$ cat config.mk
export PLATFORM = sky130hd
export DESIGN_NAME = fp_inv_sqrt_arbiter
export DESIGN_NICKNAME = d
export VERILOG_FILES = /design/src/rtl/fp_inv_sqrt_arbiter.sv
export SDC_FILE = /design/constraint.sdc
export NUM_CORES = 1
export LEC_CHECK = 0
export CAP_MARGIN = 25
export CORE_ASPECT_RATIO = 1.1
export CORE_MARGIN = 2
export CORE_UTILIZATION = 42
export DETAILED_ROUTE_END_ITERATION = 10
export PLACE_DENSITY = 0.82
export SYNTH_ARGS = -nofsm -noshare
export SYNTH_HDL_FRONTEND = slang
export SYNTH_SLANG_ARGS = --single-unit
$ cat constraint.sdc
create_clock -name clk_in -period 2.94 [get_ports clk_in]
set_input_delay 0.588 -clock clk_in [delete_from_list [all_inputs] [get_ports clk_in]]
set_output_delay 0.588 -clock clk_in [all_outputs]
set_load 0.02 [all_outputs]
$ cat src/rtl/fp_inv_sqrt_arbiter.sv
// Round-robin arbiter that shares one folded inverse-sqrt unit among NUM_REQ
// requesters, with a non-positive-operand bypass and a WAIT watchdog.
module fp_inv_sqrt_arbiter #(
  parameter int NUM_REQ    = 4,
  parameter int DATA_WIDTH = 32,
  parameter int TIMEOUT    = 64
) (
  input  logic                          clk_in,
  input  logic                          rst_in,
  input  logic [NUM_REQ-1:0]            req_valid_in,
  input  logic [NUM_REQ*DATA_WIDTH-1:0] req_data_in,
  output logic [NUM_REQ-1:0]            req_ready_out,
  output logic [NUM_REQ-1:0]            resp_valid_out,
  output logic [DATA_WIDTH-1:0]         resp_data_out,
  input  logic [NUM_REQ-1:0]            resp_ready_in,
  output logic [DATA_WIDTH-1:0]         isq_a_out,
  output logic                          isq_valid_out,
  input  logic                          isq_ready_in,
  input  logic [DATA_WIDTH-1:0]         isq_res_in,
  input  logic                          isq_valid_in,
  output logic                          busy_out,
  output logic                          timeout_out
);

  localparam int IDX_W = (NUM_REQ > 1) ? $clog2(NUM_REQ) : 1;
  localparam int CNT_W = $clog2(TIMEOUT + 1);
  localparam logic [IDX_W-1:0]      LAST_IDX = IDX_W'(NUM_REQ - 1);
  localparam logic [CNT_W-1:0]      CNT_LAST = CNT_W'(TIMEOUT - 1);
  localparam logic [DATA_WIDTH-1:0] SAT_MAX  = {1'b0, {(DATA_WIDTH-1){1'b1}}};

  typedef enum logic [1:0] {
    S_IDLE  = 2'd0,
    S_ISSUE = 2'd1,
    S_WAIT  = 2'd2,
    S_RESP  = 2'd3
  } state_t;

  state_t                state_q, state_d;
  logic [IDX_W-1:0]      grant_q, grant_d;
  logic [IDX_W-1:0]      last_grant_q, last_grant_d;
  logic [DATA_WIDTH-1:0] operand_q, operand_d;
  logic [DATA_WIDTH-1:0] result_q, result_d;
  logic [CNT_W-1:0]      cnt_q, cnt_d;
  logic                  timeout_q, timeout_d;

  logic                  found_s;
  logic [IDX_W-1:0]      cand_s;
  logic [IDX_W-1:0]      pick_s;
  logic [DATA_WIDTH-1:0] pick_data_s;
  logic                  bypass_s;
  logic                  accept_s;

  function automatic logic [NUM_REQ-1:0] to_onehot(input logic [IDX_W-1:0] idx);
    logic [NUM_REQ-1:0] v;
    v      = '0;
    v[idx] = 1'b1;
    return v;
  endfunction

  // Round-robin search starting one past the previous grant.
  always_comb begin
    found_s = 1'b0;
    cand_s  = last_grant_q;
    pick_s  = last_grant_q;
    for (int k = 1; k <= NUM_REQ; k++) begin
      cand_s = IDX_W'((int'(last_grant_q) + k) % NUM_REQ);
      if (!found_s && req_valid_in[cand_s]) begin
        found_s = 1'b1;
        pick_s  = cand_s;
      end else begin
        found_s = found_s;
      end
    end
    pick_data_s = req_data_in[int'(pick_s)*DATA_WIDTH +: DATA_WIDTH];
    bypass_s    = pick_data_s[DATA_WIDTH-1] || (pick_data_s == '0);
  end

  // Next-state logic for the operation sequencer and watchdog.
  always_comb begin
    state_d      = state_q;
    grant_d      = grant_q;
    last_grant_d = last_grant_q;
    operand_d    = operand_q;
    result_d     = result_q;
    cnt_d        = cnt_q;
    timeout_d    = 1'b0;
    accept_s     = 1'b0;
    case (state_q)
      S_IDLE: begin
        if (found_s && isq_ready_in) begin
          accept_s     = 1'b1;
          grant_d      = pick_s;
          last_grant_d = pick_s;
          operand_d    = pick_data_s;
          cnt_d        = '0;
          if (bypass_s) begin
            result_d = SAT_MAX;
            state_d  = S_RESP;
          end else begin
            state_d  = S_ISSUE;
          end
        end else begin
          state_d = S_IDLE;
        end
      end
      S_ISSUE: begin
        cnt_d   = '0;
        state_d = S_WAIT;
      end
      S_WAIT: begin
        if (isq_valid_in) begin
          result_d = isq_res_in;
          state_d  = S_RESP;
        end else if (cnt_q == CNT_LAST) begin
          timeout_d = 1'b1;
          cnt_d     = '0;
          state_d   = S_IDLE;
        end else begin
          cnt_d = cnt_q + CNT_W'(1);
        end
      end
      S_RESP: begin
        if (resp_ready_in[grant_q]) begin
          state_d = S_IDLE;
        end else begin
          state_d = S_RESP;
        end
      end
      default: begin
        state_d = S_IDLE;
      end
    endcase
  end

  // State and datapath registers.
  always_ff @(posedge clk_in or posedge rst_in) begin
    if (rst_in) begin
      state_q      <= S_IDLE;
      grant_q      <= '0;
      last_grant_q <= LAST_IDX;
      operand_q    <= '0;
      result_q     <= '0;
      cnt_q        <= '0;
      timeout_q    <= 1'b0;
    end else begin
      state_q      <= state_d;
      grant_q      <= grant_d;
      last_grant_q <= last_grant_d;
      operand_q    <= operand_d;
      result_q     <= result_d;
      cnt_q        <= cnt_d;
      timeout_q    <= timeout_d;
    end
  end

  // The accept pulse is combinational, so it is masked while reset is held.
  always_comb begin
    req_ready_out  = (accept_s && !rst_in) ? to_onehot(pick_s) : '0;
    resp_valid_out = (state_q == S_RESP) ? to_onehot(grant_q) : '0;
    resp_data_out  = (state_q == S_RESP) ? result_q : '0;
    isq_valid_out  = (state_q == S_ISSUE);
    isq_a_out      = (state_q == S_ISSUE) ? operand_q : '0;
    busy_out       = (state_q != S_IDLE);
    timeout_out    = timeout_q;
  end

endmodule

==> metrics <==
CORE AREA=12000 µm²; crit-path cells=nor2b_4, a21o_1, a221o_2, bufbuf_16, a21oi_2, a221oi_2, and4_4, a211oi_4, buf_12, bufbuf_16, a21oi_2; part of the cycle the worst path needs=98.0%; commonest non-fill, non-tap cell in the layout=clkdlybuf4s50_1; crit-path leading delay family=compound AO/OA/AOI/OAI gates; post-synth cell types=53; Area Growth Syn to Fin=68.1%; layout cells sized above 1=15.0%; crit path kind=reg2reg; DR vias/cell=5.37; Worst setup EP type=flip-flop; Setup-failing EPs final=0; post-synth top area cell=dfrtp_1; Post-Synth Simple-Gate Area=29.8%; worst slew pin tran=around 0.58 ns; slew margin rel.=roughly three fifths; Antenna Nets Post-Route=0; Post-Synth Adder-Cell Area=0.242%; top post-synthesis cells by area=dfrtp_1 (37%), nand2_1 (9.4%), o21ai_0 (7.5%); Initial Util=between 40% and 50%; largest family of logic cells by synthesized area=simple AND/OR/NAND/NOR gates; Required @ worst endpoint=3.16 ns; Post-Syn Area per Cell=7.57 µm²; drt first-iter violations=about 520; total CTS buffers=9; chip height=120 µm; drt first pass iters=7; dpl ws=-0.441 ns; Residual DRC=0; hold_ws=0.463 ns; routed via count=6013; grt total ovfl=0; top-area cell type share of the netlist area=36.8%; GR Util All Layers=26.6%; Rows=42; outcome=finished clean; I/O pin count=247; worst vdd ir=between 0.5 and 0.6 mV; RSZ-0062 raised after global routing=yes; Seq cells post-synth=between 70 and 80; Synth Area in Compound Gates=23.0%; commonest non-fill, non-tap cells in the layout=clkdlybuf4s50_1 (238), nand2_1 (129), dfrtp_1 (76), o21ai_0 (75), nand3_1 (65); chip width=roughly 110 µm; wl on met1=around 7500 µm; CTS tree=done; Max-Cap Viols=0; Synth warnings=0; WP data arrival=3.10 ns; largest net degree at the start of global routing=71; latest clock arrival within the worst-skew pair=0.33 ns; Layout Nets=~1100; f_max=347 MHz; die area=13200 µm²; clk root buf=clkbuf_16; Worst path slowest cell=dfstp_2; ys async rst share=100%; leakage power=3.83 nW; CP bufs+invs=3; Synth Net Count=855; port buffer count=246; Largest stage delay, worst path=0.59 ns; Post-Synth XOR/XNOR Area=0%; Slew Limit Fails=0; Pwr Total=approximately 8 mW; routability-driven placement congestion ratio=~0.93; cts hold-fix bufs=0; EDFF count, synth=0; uppermost routed layer=met4; vias in the first global route=5616; Most used DFF post-synth=dfrtp_1; Clock transition at path regs=0.06 ns; # diodes=0; met3 WL=1470 µm; Cell Pwr Density=between 900 and 1000 nW/µm²; Seq/Total Area, Yosys=37.8%; Hold/Removal Path Class=reg2reg; setup ws final=0.0576 ns; Bufs on Longest Clock Path=2; cell area after synthesis=5160 µm²; first-pass GRT wire length=27500 µm; clk sinks=78; WL final=17700 µm; critical path peak fanout=11; Fin Clk Skew=0.00558 ns; met2 WL=8250 µm; minimum clock period=2.88 ns; CP Launch Type=flip-flop; H-Tree Level Count=3; mux contribution to synthesized area=1.70%; hpwl dp=13300 µm; final hold violations=0; post-synthesis cell count=682; DR WL/cell=15.8 µm; initial antenna violation count=0
==> worst register-to-register path, stage by stage, from the launching register on <==
cell	delay, ns
dfstp_2	0.59
nor2b_4	0.05
a21o_1	0.17
a221o_2	0.43
bufbuf_16	0.31
a21oi_2	0.16
a221oi_2	0.05
and4_4	0.18
a211oi_4	0.34
buf_12	0.17
bufbuf_16	0.26
a21oi_2	0.05
==> logic make-up (layout without fill, tap and decap cells) <==
kind of cell	count (synthesis)	after routing
adder cells (fa/ha/maj)	1	1
AND/OR/NAND/NOR	326	326
flip-flops	78	78
multiplexers	7	7
buffers and inverters	86	369
AO/OA/AOI/OAI	184	184
==> synth_stat cells, types with 3 or more instances <==
cell	number
a21o_1	3
nand3_1	68
a21oi_2	21
or2_2	3
and2_1	35
nor4_1	22
o22ai_1	31
a41o_1	4
nand4_1	6
a21oi_1	24
buf_1	3
nor2_1	44
and3_1	4
clkbuf_1	29
buf_2	9
a22oi_1	3
o21ai_0	77
dfrtp_1	76
inv_1	37
mux2_2	4
nor2b_1	5
o31ai_1	3
buf_6	4
nand2_1	130
==> power by group <==
part,internal (mW),switching [mW]
clock network,0.663,0.440
registers,1.57,0.306
logic,2.41,2.71
total,4.64,3.46
==> registers in the layout, indices dropped and copies added (netlist names) <==
register / count
operand_q: 32
result_q: 32
cnt_q: 7
grant_q: 2
last_grant_q: 2
state_q: 2
timeout_out: 1
==> repair_timing <==
item                                    in CTS  in global routing
endpoints found under the setup margin      32                 25
pin swaps                                    6                  1
cloned                                       5                  0
gates resized for setup                     40                  1
setup buffers                                6                  0
==> worst paths after layout <==
kind | depth (start not counted) | from | slack, ns | to
max in group asynchronous | 3 | rst_in | 1.72 | result_q[2]
min in group asynchronous | 2 | rst_in | 0.65 | operand_q[10]
setup / recovery | 11 | last_grant_q[0] | 0.06 | result_q[17]
setup reg to reg | 11 | last_grant_q[0] | 0.06 | result_q[17]
hold reg to reg | 1 | cnt_q[6] | 0.46 | timeout_out
hold / removal | 1 | cnt_q[6] | 0.46 | timeout_out
==> through the flow <==
step	TNS, ns	utilization, %	instances	area (µm²)
global route	-0.00211	72.1	1119	8680
global placement	-11.84	67.7	1092	8150
detailed placement	-13.86	67.7	1092	8150
floorplan	-0.0342	-	682	5160
finish	0	72.1	1119	8680
CTS	0	72.1	1119	8680
==> per-layer routing <==
layer	vias up	GRT usage (%)
li1	2940	-
met1	2740	34.6
met2	295	43.0
met3	38	5.12
met4	0	10.9
met5	-	0
==> layout make-up <==
class	count	area, µm²
clock buffers	10	229
multi-input cells	518	2900
well taps	154	193
repair buffers	316	3200
inverters	37	140
flip-flops and latches	78	1950
clock inverters	6	71.3
fillers	939	3350
(Power assumes the default switching activity.)
